$ cat config.mk
export PLATFORM = sky130hd
export DESIGN_NAME = cm0_dap_cdc_send_chan
export DESIGN_NICKNAME = d
export VERILOG_FILES = /design/src/rtl/cm0_dap_cdc_send_chan.sv
export SDC_FILE = /design/constraint.sdc
export NUM_CORES = 1
export LEC_CHECK = 0
export BUFFER_PORTS_ARGS = -buffer_cell sky130_fd_sc_hd__buf_2
export CORE_MARGIN = 5
export CORE_UTILIZATION = 45
export CTS_CLUSTER_SIZE = 40
export DETAILED_ROUTE_END_ITERATION = 16
export PLACE_DENSITY = 0.78
export REMOVE_ABC_BUFFERS = 1
export SYNTH_ARGS = -nofsm -noshare
export SYNTH_HDL_FRONTEND = slang
export SYNTH_SLANG_ARGS = --single-unit
$ cat constraint.sdc
create_clock -name REGCLK -period 2.51 [get_ports REGCLK]
set_clock_uncertainty 0.2 [all_clocks]
set_input_delay 0.1255 -clock REGCLK [delete_from_list [all_inputs] [get_ports REGCLK]]
set_output_delay 0.1255 -clock REGCLK [all_outputs]
set_load 0.05 [all_outputs]
$ cat src/rtl/cm0_dap_cdc_send_chan.sv
// CDC launch channel: small FIFO feeding a glitch-free launch register,
// qualified by a 4-phase REQ/ACK handshake with a synchronised ACK.
module cm0_dap_cdc_send_chan #(
  parameter int PRESENT     = 1,
  parameter int WIDTH       = 32,
  parameter int DEPTH       = 2,
  parameter int SYNC_STAGES = 2
) (
  input  logic             REGCLK,
  input  logic             RARREGRESETn,
  input  logic             SE,
  input  logic             SRCVALID,
  input  logic [WIDTH-1:0] SRCDATA,
  output logic             SRCREADY,
  output logic [WIDTH-1:0] REGDO,
  output logic             CDCREQ,
  input  logic             CDCACK,
  output logic             BUSY,
  output logic             DONE
);

  generate
    if (PRESENT != 0) begin : g_chan
      localparam int PW = (DEPTH > 1) ? $clog2(DEPTH) : 1;
      localparam int CW = $clog2(DEPTH + 1);

      typedef enum logic [1:0] {IDLE, SETUP, REQ, REL} state_t;

      state_t                 state_q, state_d;
      logic [SYNC_STAGES-1:0] ack_sync_q;
      logic                   ack_s;
      logic [WIDTH-1:0]       mem_q [2**PW];
      logic [PW-1:0]          wr_ptr_q, rd_ptr_q;
      logic [CW-1:0]          count_q;
      logic [WIDTH-1:0]       regdo_q;
      logic                   cdcreq_q, done_q;
      logic                   push, load, req_d, done_d;
      logic                   unused_se;

      assign unused_se = SE;

      always_ff @(posedge REGCLK or negedge RARREGRESETn) begin
        if (!RARREGRESETn) ack_sync_q <= '0;
        else               ack_sync_q <= {ack_sync_q[SYNC_STAGES-2:0], CDCACK};
      end
      assign ack_s = ack_sync_q[SYNC_STAGES-1];

      function automatic logic [PW-1:0] ptr_inc(input logic [PW-1:0] p);
        return (p == PW'(DEPTH - 1)) ? '0 : p + PW'(1);
      endfunction

      assign SRCREADY = (count_q != CW'(DEPTH));
      assign push     = SRCVALID & SRCREADY;

      // Storage needs no reset: only entries below count_q are ever read.
      always_ff @(posedge REGCLK) begin
        if (push) mem_q[wr_ptr_q] <= SRCDATA;
      end

      always_ff @(posedge REGCLK or negedge RARREGRESETn) begin
        if (!RARREGRESETn) begin
          wr_ptr_q <= '0;
          rd_ptr_q <= '0;
          count_q  <= '0;
        end else begin
          if (push) wr_ptr_q <= ptr_inc(wr_ptr_q);
          if (load) rd_ptr_q <= ptr_inc(rd_ptr_q);
          case ({push, load})
            2'b10:   count_q <= count_q + CW'(1);
            2'b01:   count_q <= count_q - CW'(1);
            default: count_q <= count_q;
          endcase
        end
      end

      always_comb begin
        state_d = state_q;
        load    = 1'b0;
        req_d   = cdcreq_q;
        done_d  = 1'b0;
        case (state_q)
          IDLE: if (count_q != '0 && !ack_s) begin
            load    = 1'b1;
            state_d = SETUP;
          end
          SETUP: begin
            req_d   = 1'b1;
            state_d = REQ;
          end
          REQ: if (ack_s) begin
            req_d   = 1'b0;
            state_d = REL;
          end
          REL: if (!ack_s) begin
            done_d  = 1'b1;
            state_d = IDLE;
          end
          default: state_d = IDLE;
        endcase
      end

      always_ff @(posedge REGCLK or negedge RARREGRESETn) begin
        if (!RARREGRESETn) begin
          state_q  <= IDLE;
          cdcreq_q <= 1'b0;
          done_q   <= 1'b0;
          regdo_q  <= '0;
        end else begin
          state_q  <= state_d;
          cdcreq_q <= req_d;
          done_q   <= done_d;
          if (load) regdo_q <= mem_q[rd_ptr_q];
        end
      end

      assign REGDO  = regdo_q;
      assign CDCREQ = cdcreq_q;
      assign DONE   = done_q;
      assign BUSY   = (count_q != '0) | (state_q != IDLE);

      ack_known: assert property (@(posedge REGCLK) disable iff (!RARREGRESETn)
                                  !$isunknown(CDCACK));
    end else begin : g_tieoff
      logic unused_p0;
      assign unused_p0 = ^{REGCLK, RARREGRESETn, SE, SRCVALID, SRCDATA, CDCACK};
      assign SRCREADY  = 1'b1;
      assign REGDO     = '0;
      assign CDCREQ    = 1'b0;
      assign BUSY      = 1'b0;
      assign DONE      = 1'b0;
    end
  endgenerate

endmodule

==> flow_summary.toml <==
[worst_hold_path]
hp-class = "flip-flop to flip-flop"

[global_routing]
grt_antenna_before_repair = 0
use_met2 = 0.246
use_met1 = 0.168
grt_pass1_wl_um = 12100
first_global_vias = 2411
grt_max_degree = 34
track_usage = 0.141
grt_overflow = 0
grt.met3_usage = 0.0487
top_usage_layer = "met2"

[critical_path]
worst_ep_arrival_time_ps = 1720
slowest_stage = "dfrtp_1"
slowest_delay_ps = 410
cp-end-kind = "output pin"
worst-setup-path-type = "flip-flop to output pin"
critPathBufInv = 2
startpoint_type = "flip-flop"
cp_cell_sequence = "inv_1, ha_1, or3b_1, buf_2"
crit_family = "flip-flops"
crit_fanout = 4
critical_path_required_ps = 2180

[route]
via_count = 2149
routedWlPerCell_um = 16.4
drtIter0Drc = 58
routed_wl_um = 7200
drc = 0
firstDrtPassIters = 4
ant_nets = 0
viasPerCell = 4.88

[clock_network]
clock_sinks = 106
postCtsSetupRepairBufs = 0
clk-insertion-delay-late_ps = 360
cts_buffers = 9
htreeDepth = 3
cts.path.max_buffers = 2
path_clk_slew_ps = 100
clockRootBuffer = "clkbuf_8"
cts_tree = "yes"

[cells_and_area]
area_growth_pct = 27.0
fillers = 665
layout-drive-gt1-share = 0.500
n_antenna_cell = 0
stdcell_area_mm2 = 0.00511
layout.nets = 370
utilization = 0.586
multi_input_area_um2 = 997
regArea_mm2 = 0.00297

[synth]
synth_warnings = 0
syn_inst = 208
ys_types = 23
postSynthAreaPerCell_um2 = 19.4
syn_area_mm2 = 0.00403
synth_seq_cells = 106
ys_seq_area_frac = 0.739

[floorplanning]
die_w_um = 105
core.rowCount = 34
die_h_um = 105
initial_core_util = 0.462
coreArea_mm2 = 0.00872
ioPinCount = 73
dieArea_mm2 = 0.0109

[placed_design]
gp_congestion = 0.718
pre_cts_slack_ps = 498
io_buffer_count = 71
hpwl_um = 4630
placed_cell_area_mm2 = 0.00455

[power]
cellPowerDensity_mw_per_mm2 = 1290
p_seq_frac = 0.417
p_int_uw = 3960
switching_share = 0.397
p_clk_frac = 0.163
p_switching_uw = 2610
power_frac_comb = 0.420
ir_drop_mv = 0.668
p_leak_uw = 0.00207

[timing]
slew_violations = 0
setup_viol = 0
hold_ws_ps = 155
timing.final.crit_share = 0.815
fin_ws_ps = 464
rsz0062_at_grt = "false"
period_minus_slack_ps = 2050
hold_viol_final = 0
relSlewSlack = 0.461
tightest_slew_ps = 808
setup-tns-final_ps = 0
max_freq_mhz = 489

[flow_run]
maxCapViolations = 0

[status]
status = "completed"
-- registers in the layout, summed over array words and instances (netlist names) --
signal	count
CDCREQ	1
DONE	1
REGDO	32
g_chan.ack_sync_q	2
g_chan.count_q	2
g_chan.mem_q	64
g_chan.rd_ptr_q	1
g_chan.state_q	2
g_chan.wr_ptr_q	1
-- cells by family (layout without fill, tap and decap cells) --
kind of cell	Yosys count	count (layout)	synth area share
flip-flops	106	106	0.739
AO/OA/AOI/OAI	2	2	0.00466
adder cells (fa/ha/maj)	6	6	0.0187
multiplexers	66	66	0.192
buffers and inverters	10	134	0.0159
AND/OR/NAND/NOR	13	13	0.0196
XOR/XNOR	5	5	0.0109
-- through the flow --
| step | power [µW] | instances |
|---|---|---|
| 2_1_floorplan | 4810 | 201 |
| 4_1_cts | 6670 | 440 |
| 5_1_grt | 6940 | 440 |
| 6_report | 6570 | 440 |
| 3_5_place_dp | 5550 | 389 |
| 3_3_place_gp | 5470 | 389 |
-- synth_stat cells, drive strengths merged --
cell / instances / area share
mux2: 65 / 0.19
edfxtp: 64 / 0.48
dfrtp: 42 / 0.26
nor2: 7 / 0.0072
buf: 6 / 0.012
ha: 6 / 0.019
inv: 3 / 0.0028
xnor2: 3 / 0.0065
xor2: 2 / 0.0044
a22oi: 1 / 0.0031
and3: 1 / 0.0016
clkbuf: 1 / 0.00093
mux2i: 1 / 0.0025
nand2: 1 / 0.00093
nand2b: 1 / 0.0016
nor2b: 1 / 0.0016
nor3b: 1 / 0.0047
o22ai: 1 / 0.0016
or3b: 1 / 0.0022
-- power groups by stage --
stage / sequential (µW) / combinational (µW) / clock [µW]
2_1_floorplan: 3750 / 1070 / 0
3_3_place_gp: 2760 / 2710 / 0
3_5_place_dp: 2790 / 2760 / 0
4_1_cts: 2750 / 2810 / 1110
5_1_grt: 2820 / 2930 / 1180
6_report: 2740 / 2760 / 1070
-- cell usage in the layout (no fill, tap or decap) --
master and count:
mux2_1 1, and3_2 1, mux2_4 8, mux2i_1 1, nor2b_1 1, clkinv_4 2
mux2_2 56, edfxtp_1 64, nor2_4 1, nor2_2 1, xor2_1 2, clkbuf_8 9
nand2_1 1, clkinvlp_4 1, nor2_1 5, dfrtp_2 1, nand2b_1 1, or3b_1 1
xnor2_1 3, dlygate4sd3_1 35, buf_4 8, inv_8 1, buf_2 71, a22oi_2 1
buf_12 1, ha_1 6, dfrtp_1 41, nor3b_4 1, inv_1 3, o22ai_1 1
inv_6 2, bufinv_16 1
-- cell type report --
class	count	share of cell area
sequential	106	0.582
inverter	3	0.00220
clock inverter	7	0.0164
multi-input combinational	92	0.195
tap	108	0.0264
timing repair buffer	115	0.154
clock buffer	9	0.0242
-- final timing paths --
kind,from,endpoint,slack (ps),cells past startpoint
hold / removal,g_chan.ack_sync_q[0]$_DFF_PN0_,g_chan.ack_sync_q[1]$_DFF_PN0_,160,0
setup reg to reg,g_chan.state_q[0]$_DFFE_PN0P_,g_chan.state_q[1]$_DFFE_PN0P_,500,5
max in group asynchronous,RARREGRESETn,REGDO[31]$_DFFE_PN0P_,1240,3
hold reg to reg,g_chan.ack_sync_q[0]$_DFF_PN0_,g_chan.ack_sync_q[1]$_DFF_PN0_,160,0
setup / recovery,g_chan.state_q[0]$_DFFE_PN0P_,BUSY,460,4
min in group asynchronous,RARREGRESETn,REGDO[12]$_DFFE_PN0P_,190,2
-- metal layers --
metal	vias up	wire length, µm	part of all wire
li1	1012	-	-
met1	1075	2960	0.41
met2	53	3770	0.52
met3	9	388	0.054
met4	0	83	0.012
met5	-	0	0
-- what timing repair did --
action	4_1_cts	5_1_grt
hold endpoints to repair	98	0
gates resized for setup	0	0
hold buffers	35	0
setup endpoints to repair	0	0
Power figures use the tool's default switching activity.
